<file path="src/rtl/irq_arbiter.sv">
// ---------------------------------------------------------------------------
// irq_arbiter
//
// Collects up to NUM_SRC interrupt lines into the single interrupt request
// seen by the CSR unit. Sources are latched into a pending register and
// masked by an enable register. The lowest-numbered pending, enabled source
// is requested. The request is held until the CSR unit reports the trap was
// taken. After that, no new request is made until mret retires, so there is
// no nesting.
//
// Build option:
//   IRQ_ARB_EDGE_EN  defined   -> rising-edge detection (irq_src & ~src_q)
//                    undefined -> level-sensitive detection (irq_src)
//
// Ports:
//   clk        in   system clock, all state updates on the rising edge
//   rst        in   synchronous active-high reset
//   irq_src    in   raw source lines, already synchronous to clk
//   irq_taken  in   1-cycle pulse: CSR unit entered the trap
//   irq_done   in   1-cycle pulse: mret retired
//   cfg_wr     in   configuration write strobe
//   cfg_addr   in   0 = ENABLE, 1 = PENDING (W1C), 2 = CLAIM (RO), 3 = reserved
//   cfg_wdata  in   configuration write data
//   cfg_rdata  out  combinational read data for cfg_addr
//   interrupt  out  registered interrupt request
//   irq_id     out  registered ID of the requested / in-service source
// ---------------------------------------------------------------------------
module irq_arbiter #(
    parameter int NUM_SRC = 4,
    parameter int ID_W    = $clog2(NUM_SRC)
) (
    input  logic                clk,
    input  logic                rst,
    input  logic [NUM_SRC-1:0]  irq_src,
    input  logic                irq_taken,
    input  logic                irq_done,
    input  logic                cfg_wr,
    input  logic [1:0]          cfg_addr,
    input  logic [31:0]         cfg_wdata,
    output logic [31:0]         cfg_rdata,
    output logic                interrupt,
    output logic [ID_W-1:0]     irq_id
);

    typedef enum logic [1:0] {
        ST_IDLE    = 2'd0,
        ST_REQ     = 2'd1,
        ST_SERVICE = 2'd2
    } state_t;

    state_t               r_state;
    state_t               w_state_nxt;
    logic [NUM_SRC-1:0]   r_enable;
    logic [NUM_SRC-1:0]   r_pending;
    logic [NUM_SRC-1:0]   r_src_q;
    logic                 r_interrupt;
    logic [ID_W-1:0]      r_irq_id;

    logic [NUM_SRC-1:0]   w_detect;
    logic [NUM_SRC-1:0]   w_w1c;
    logic [NUM_SRC-1:0]   w_claim_clr;
    logic [NUM_SRC-1:0]   w_en_nxt;
    logic [NUM_SRC-1:0]   w_pend_nxt;
    logic [NUM_SRC-1:0]   w_cand;
    logic [ID_W-1:0]      w_sel_id;
    logic                 w_withdraw;
    logic                 w_int_nxt;
    logic [ID_W-1:0]      w_id_nxt;
    logic                 w_unused_bits;

`ifdef IRQ_ARB_EDGE_EN
    assign w_detect = irq_src & ~r_src_q;
`else
    assign w_detect = irq_src;
`endif

    // Bits that some configurations never consume (upper write-data bits,
    // src_q in the level build) are gathered here so they stay referenced.
    assign w_unused_bits = ^{cfg_wdata, r_src_q};

    assign w_w1c = (cfg_wr && (cfg_addr == 2'd1)) ? cfg_wdata[NUM_SRC-1:0]
                                                   : {NUM_SRC{1'b0}};

    // The claim clear only happens on the cycle the trap is taken in REQ.
    assign w_claim_clr = ((r_state == ST_REQ) && irq_taken)
                       ? ({{(NUM_SRC-1){1'b0}}, 1'b1} << r_irq_id)
                       : {NUM_SRC{1'b0}};

    assign w_en_nxt = (cfg_wr && (cfg_addr == 2'd0)) ? cfg_wdata[NUM_SRC-1:0]
                                                      : r_enable;

    // A new detection wins over any clear arriving in the same cycle.
    assign w_pend_nxt = (r_pending & ~(w_w1c | w_claim_clr)) | w_detect;

    assign w_cand = r_pending & r_enable;

    // Withdraw when a cfg write removes either the pending or enable bit of
    // the source currently being requested. Looking at next-state values
    // means a coincident re-detection keeps the request alive.
    assign w_withdraw = ~w_pend_nxt[r_irq_id] | ~w_en_nxt[r_irq_id];

    // Fixed priority: scan from the top so the lowest set index wins.
    always_comb begin
        w_sel_id = {ID_W{1'b0}};
        for (int i = NUM_SRC - 1; i >= 0; i--) begin
            w_sel_id = w_cand[i] ? ID_W'(i) : w_sel_id;
        end
    end

    // Next-state and next-output logic for the request FSM.
    always_comb begin
        w_state_nxt = r_state;
        w_int_nxt   = r_interrupt;
        w_id_nxt    = r_irq_id;
        case (r_state)
            ST_IDLE: begin
                if (|w_cand) begin
                    w_state_nxt = ST_REQ;
                    w_int_nxt   = 1'b1;
                    w_id_nxt    = w_sel_id;
                end else begin
                    w_int_nxt   = 1'b0;
                end
            end
            ST_REQ: begin
                // A trap taken in the same cycle as a withdrawing write wins.
                if (irq_taken) begin
                    w_state_nxt = ST_SERVICE;
                    w_int_nxt   = 1'b0;
                end else if (w_withdraw) begin
                    w_state_nxt = ST_IDLE;
                    w_int_nxt   = 1'b0;
                end else begin
                    w_int_nxt   = 1'b1;
                end
            end
            ST_SERVICE: begin
                w_int_nxt = 1'b0;
                if (irq_done) begin
                    w_state_nxt = ST_IDLE;
                end else begin
                    w_state_nxt = ST_SERVICE;
                end
            end
            default: begin
                w_state_nxt = ST_IDLE;
                w_int_nxt   = 1'b0;
            end
        endcase
    end

    // State, configuration and output registers.
    always_ff @(posedge clk) begin
        if (rst) begin
            r_state     <= ST_IDLE;
            r_enable    <= {NUM_SRC{1'b0}};
            r_pending   <= {NUM_SRC{1'b0}};
            r_src_q     <= {NUM_SRC{1'b0}};
            r_interrupt <= 1'b0;
            r_irq_id    <= {ID_W{1'b0}};
        end else begin
            r_state     <= w_state_nxt;
            r_enable    <= w_en_nxt;
            r_pending   <= w_pend_nxt;
            r_src_q     <= irq_src;
            r_interrupt <= w_int_nxt;
            r_irq_id    <= w_id_nxt;
        end
    end

    // Combinational register read mux.
    always_comb begin
        cfg_rdata = 32'd0;
        case (cfg_addr)
            2'd0: cfg_rdata[NUM_SRC-1:0] = r_enable;
            2'd1: cfg_rdata[NUM_SRC-1:0] = r_pending;
            2'd2: begin
                cfg_rdata[ID_W-1:0] = r_irq_id;
                cfg_rdata[31]       = (r_state == ST_SERVICE);
            end
            default: cfg_rdata = 32'd0;
        endcase
    end

    assign interrupt = r_interrupt;
    assign irq_id    = r_irq_id;

endmodule

</file>
<file path="config.mk">
export PLATFORM = sky130hd
export DESIGN_NAME = irq_arbiter
export DESIGN_NICKNAME = d
export VERILOG_FILES = /design/src/rtl/irq_arbiter.sv
export SDC_FILE = /design/constraint.sdc
export NUM_CORES = 1
export LEC_CHECK = 0
export BUFFER_PORTS_ARGS = -buffer_cell sky130_fd_sc_hd__buf_2
export CELL_PAD_IN_SITES_DETAIL_PLACEMENT = 0
export CELL_PAD_IN_SITES_GLOBAL_PLACEMENT = 1
export CORE_ASPECT_RATIO = 1.2
export CORE_MARGIN = 1
export CORE_UTILIZATION = 25
export DETAILED_ROUTE_END_ITERATION = 10
export PLACE_DENSITY_LB_ADDON = 0.25
export SLEW_MARGIN = 20
export SYNTH_ARGS = -nofsm -noshare
export SYNTH_HDL_FRONTEND = slang
export SYNTH_SLANG_ARGS = --single-unit
</file>
<file path="constraint.sdc">
create_clock -name clk -period 2.1 [get_ports clk]
set_input_delay 0.525 -clock clk [delete_from_list [all_inputs] [get_ports clk]]
set_output_delay 0.525 -clock clk [all_outputs]
set_load 0.02 [all_outputs]
</file>
==> results of run 1 <==
[critical path, stage by stage]
cell     delay, ns
buf_2         0.12
buf_4         0.15
nor2b_1       0.18
nand2_1       0.07
o21ai_0       0.08
buf_2         0.19
[area by class of cell]
class | count | area [um2]
clock buffers | 3 | 41.29
flip-flops and latches | 13 | 260.3
fillers | 402 | 2564
multi-input cells | 96 | 546.8
clock inverters | 1 | 5.005
repair buffers | 26 | 140.1
inverters | 3 | 11.26
well taps | 52 | 65.06
[stage by stage]
step / setup WS [ns] / hold slack [ns]
after global routing: 0.1875 / 0.5191
after global placement: 0.06808 / 0.5285
after floorplan: 0.2204 / 0.4787
after detailed placement: 0.06985 / 0.5377
after CTS: 0.2570 / 0.5102
final: 0.2607 / 0.5082
[layout by cell type (no fill, tap or decap)]
cell type,instances
o32ai_1,2
clkbuf_8,3
o21a_1,1
a31oi_1,3
nor4b_1,1
buf_2,22
a211o_1,2
o21ai_0,5
nor2_1,12
nand4b_1,1
clkinv_2,1
nand2_1,12
a21boi_0,2
o311ai_0,1
mux2_2,1
and4bb_2,1
a22oi_1,1
buf_4,4
nor3b_4,1
and3b_1,1
conb_1,27
inv_1,3
a211oi_1,1
nor3_1,1
mux2i_1,7
nand3b_1,1
dfxtp_1,13
a31o_2,1
a21oi_1,6
a311oi_1,1
a32oi_1,1
nor3_2,1
nor2b_1,2
[cell families after synthesis]
kind of cell,after synthesis,share of synthesized area
buf+inv,34,0.2588
compound gates,27,0.1896
other cells,1,0.003918
flops,13,0.2719
simple gates,34,0.1908
mux,8,0.08497
[layer usage]
layer	wire [um]	vias to the layer above	GRT usage
met2	1098	36	0.1852
met5	0	-	0
met3	104	5	0.01679
met4	46	0	0.06349
met1	934	384	0.1412
li1	-	407	-
[registers in the layout, indices dropped and copies added, names as in the netlist]
register,count
r_enable,4
r_pending,4
irq_id,2
r_state,2
interrupt,1
[where the power goes]
| part | internal (mW) | switching (mW) |
|---|---|---|
| Combinational | 0.0390 | 0.0883 |
| Clock | 0.131 | 0.103 |
| Sequential | 0.257 | 0.0130 |
[final timing paths]
path / slack (ns) / endpoint / cells after the start
max: 0.26 / cfg_rdata[0] / 6
min reg2reg: 0.54 / r_state[1] / 2
min: 0.51 / r_pending[0] / 3
max reg2reg: 0.51 / interrupt / 4
==> run_results.csv, run 1 <==
group,metric,value,unit
status,status,"finished clean",
final_layout,fin_util,0.2944,
logic_synthesis,post-synth-top-count-cell,"buf_4",
global_routing,antenna_found_initial,0,
pwr,ir_drop,0.1470,mV
clocking,cts_tree,"built",
timing,grt_setup_unrepaired,"no",
flow_run,cap_violations,0,
floorplan,start_util,0.2634,
routing,wl_per_cell,11.26,um
routing,drtAntennaViolNets,0,
critical_path,r2r_start,"r_state[0]",
final_layout,final_cells,194,
timing,post-route-period-util,0.8758,
critical_path,crit_start,"cfg_addr[0]",
logic_synthesis,syn_area,957.2,um2
final_layout,area_growth,11.77,%
timing,tightest_slew,0.5480,ns
logic_synthesis,synth_top_cell_area_share,0.2719,
placed_design,place.gp.congestion,0.7515,
critical_path,crit_path_start_kind,"input pin",
critical_path,cp.required,1.57,ns
routing,via_per_inst,4.289,
routing,drc,0,
logic_synthesis,ys_seq_area_frac,0.2719,
pwr,power_density,591.1,mW/mm2
clocking,cts_buffers,3,
clocking,clk_pin_slew_worst_paths,0.06,ns
timing,setup_viol,0,
routing,num_vias,832,
final_layout,nets,186,
logic_synthesis,ys_top_cells_by_area,"dfxtp_1 27%, buf_4 22%, mux2i_1 7.3%, nand2_1 4.7%, nor2_1 4.7%",
pwr,p_leak,0.4798,nW
floorplan,dieArea,0.004081,mm2
clocking,cts_max_level,1,
global_routing,track_usage,0.1141,
global_routing,grt_pass1_vias,731,
clocking,cts_setup_buffers,0,
final_layout,layout-drive-gt1-share,0.2465,
timing,period_minus_slack,1.839,ns
clocking,hold_buffers,0,
timing,hold_viol,0,
logic_synthesis,ys_top_cells_by_count,"28 x buf_4, 13 x dfxtp_1, 12 x nand2_1, 12 x nor2_1, 7 x mux2i_1",
final_layout,fin_area,0.001070,mm2
timing,slew_viol_final,0,
logic_synthesis,synth_edf_count,0,
critical_path,path_max_fanout,7,
timing,slew_headroom,0.6300,
clocking,cts_buffer_depth,2,
clocking,cts_num_sinks,13,
placed_design,place_hpwl,1.761,mm
clocking,ctsResizeCount,0,
logic_synthesis,ys_ff_latch,13,
floorplan,io_pins,78,
placed_design,dp.cells,190,
logic_synthesis,yosys_warnings,0,
routing,firstDrtPassIters,4,
global_routing,grt_overflow,0,
logic_synthesis,synthArstFlopShare,0,
placed_design,place_area,0.001023,mm2
floorplan,core-area,0.003633,mm2
floorplan,fp-row-count,24,
clocking,clock_latency,0.25,ns
min_path,worstHoldStart,"irq_src[0]",
global_routing,grt_pass1_wl,3.519,mm
logic_synthesis,ys_types,32,
logic_synthesis,synthCells,117,
pwr,power,632.3,uW
logic_synthesis,yosys_most_used_dff,"dfxtp_1",
logic_synthesis,synth.avg_cell_area,8.181,um2
final_layout,diodes,0,
clocking,cts_root_buf,"clkbuf_8",
routing,drt_iter0_drc,26,
min_path,hp-class,"in -> reg",
floorplan,fp.dieH,69.78,um
timing,fmax,0.5437,GHz
placed_design,io_buffers,22,
timing,finClkSkew,0.008502,ns
critical_path,end_kind,"output pin",
global_routing,grt_max_degree,15,
floorplan,fp.dieW,58.49,um
critical_path,worstPathArrival,1.31,ns
routing,finalWirelength,2.184,mm
logic_synthesis,yosysTopAreaCell,"dfxtp_1",
timing,tns,0,ns
critical_path,path_class,"in -> out",
No activity file was read; power rests on OpenSTA's default activity.
==> run 2, diff against run 1 <==
==> constraint.sdc (replaced) <==
create_clock -name clk -period 2.1 [get_ports clk]
set_input_delay 0.105 -clock clk [delete_from_list [all_inputs] [get_ports clk]]
set_output_delay 0.105 -clock clk [all_outputs]
set_load 0.02 [all_outputs]
==> run 2 against run 1 <==
Effect of this change: sequential cell count unchanged; cell area is 1.5% lower; sequential power is essentially flat; clock power down 2%.
==> run_results.csv, run 2 (synthesized netlist as in run 1, its figures left out) <==
group,metric,value,unit
status,status,"finished clean",
pwr,pwr-share-clk,0.370,
critical_path,r2r_end,"r_state[0]",
critical_path,r2r_slack,0.50,ns
timing,finClkSkew,0.003263,ns
critical_path,path_class,"reg -> reg",
clocking,cts_root_buf,"clkbuf_8",
pwr,switching_share,0.3144,
routing,wl_met3,88,um
placed_design,place_area,0.001008,mm2
pwr,power_switching,196.4,uW
placed_design,place_hpwl,1.756,mm
clocking,cts_buffers,3,
routing,firstDrtPassIters,3,
clocking,hold_buffers,0,
clocking,clk_pin_slew_worst_paths,0.06,ns
critical_path,worstPathArrival,1.72,ns
timing,hold_viol,0,
timing,tightest_slew,0.4900,ns
final_layout,fin_util,0.2899,
clocking,cts_setup_buffers,0,
critical_path,critical_path_buf_inv_count,0,
critical_path,r2r.worst_path.cells,5,
flow_run,cap_violations,0,
min_path,holdPathEnd,"r_pending[0]",
clocking,cts_tree,"built",
pwr,power_density,592.9,mW/mm2
critical_path,end_kind,"register",
final_layout,final_cell_mix,"27 x conb_1, 22 x buf_2, 13 x dfxtp_1",
critical_path,path_max_fanout,6,
placed_design,place.gp.congestion,0.7452,
global_routing,track_usage,0.1068,
critical_path,r2r_start,"r_state[1]",
timing,period_minus_slack,1.603,ns
global_routing,grt_overflow,0,
routing,num_vias,792,
clocking,cts_num_sinks,13,
final_layout,layout_commonest_cell,"conb_1",
pwr,p_seq_frac,0.433,
timing,post-route-period-util,0.7635,
clocking,cts_max_level,1,
min_path,hp-class,"in -> reg",
routing,dr_wl_met2,1.106,mm
timing,fmax,0.6237,GHz
final_layout,area_growth,10.07,%
final_layout,largest_registers,"r_enable: 4 flops, r_pending: 4 flops",
placed_design,io_buffers,22,
routing,drtAntennaViolNets,0,
pwr,p_leak,0.4675,nW
routing,finalWirelength,2.166,mm
timing,tns,0,ns
critical_path,crit_slowest_cell,"a311oi_1",
critical_path,slowest_delay,0.37,ns
routing,via_per_inst,4.125,
pwr,ir_drop,0.1415,mV
routing,wl_per_cell,11.28,um
critical_path,crit_path_start_kind,"register",
pwr,comb_power_share,0.197,
final_layout,fin_area,0.001054,mm2
min_path,whs_path_depth,3,
global_routing,antenna_found_initial,0,
routing,met1_length,908,um
global_routing,grt_pass1_wl,3.243,mm
floorplan,dieArea,0.004081,mm2
floorplan,fp-row-count,24,
final_layout,diodes,0,
timing,setup_viol,0,
floorplan,start_util,0.2634,
pwr,power.internal,428.3,uW
min_path,worstHoldStart,"irq_src[0]",
routing,drc,0,
floorplan,core-area,0.003633,mm2
final_layout,layout-drive-gt1-share,0.2286,
final_layout,fillers,409,
global_routing,grt_pass1_vias,710,
global_routing,grt_max_degree,15,
clocking,cts_buffer_depth,2,
clocking,clock_latency,0.25,ns
critical_path,cpLargestDelayFamily,"compound AO/OA/AOI/OAI gates",
final_layout,nets,184,
floorplan,io_pins,78,
clocking,ctsResizeCount,0,
routing,drt_iter0_drc,18,
timing,hold_slack,0.08304,ns
timing,grt_setup_unrepaired,"no",
routing,highest_layer,"met4",
critical_path,cp.required,2.21,ns
timing,slew_headroom,0.6692,
critical_path,worstPathCellList,"nand3b_1, a31oi_1, nor3_2, a311oi_1, o32ai_1",
timing,slew_viol_final,0,
floorplan,fp.dieW,58.49,um
floorplan,fp.dieH,69.78,um
==> run 2: tightest hold or removal path, cell delays in order <==
cell and delay, ns:
buf_2 0.09, a31oi_1 0.03, nor2_1 0.07
==> run 2: worst max-delay path by stage <==
stage                       endpoint   startpoint  cells after the start  slack (ns)
after CTS                  interrupt   r_state[1]                      5        0.50
after global placement     interrupt  cfg_addr[0]                      5        0.44
after floorplan            interrupt  cfg_addr[0]                      5        0.64
after global routing       interrupt   r_state[1]                      5        0.44
after detailed placement   interrupt  cfg_addr[0]                      5        0.45
final                     r_state[0]   r_state[1]                      5        0.50
==> run 2: layout make-up <==
type / count / area [um2] / area share
multi-input cells: 96 / 546.8 / 0.5190
flip-flops and latches: 13 / 260.3 / 0.2470
repair buffers: 24 / 125.1 / 0.1188
well taps: 52 / 65.06 / 0.06176
clock buffers: 4 / 45.04 / 0.04276
inverters: 3 / 11.26 / 0.01069
==> run 2: power by group through the flow <==
stage / Clock, mW / Sequential [mW] / Combinational (mW)
finish: 0.231 / 0.271 / 0.123
global route: 0.251 / 0.272 / 0.134
CTS: 0.236 / 0.271 / 0.123
detailed placement: 0 / 0.276 / 0.123
global placement: 0 / 0.276 / 0.122
floorplan: 0 / 0.273 / 0.134
==> run 2: per-stage QoR <==
step	power [mW]	worst slack, ns	cells
after global placement	0.3981	0.4350	188
after CTS	0.6300	0.4962	192
after detailed placement	0.3987	0.4454	188
after floorplan	0.4061	0.6404	143
final	0.6247	0.4966	192
after global routing	0.6561	0.4384	192
==> run 2: layer usage <==
metal	track usage	vias to the layer above
met1	0.1134	354
met4	0.08201	0
met3	0.02052	6
met5	0	-
li1	-	404
met2	0.1801	28
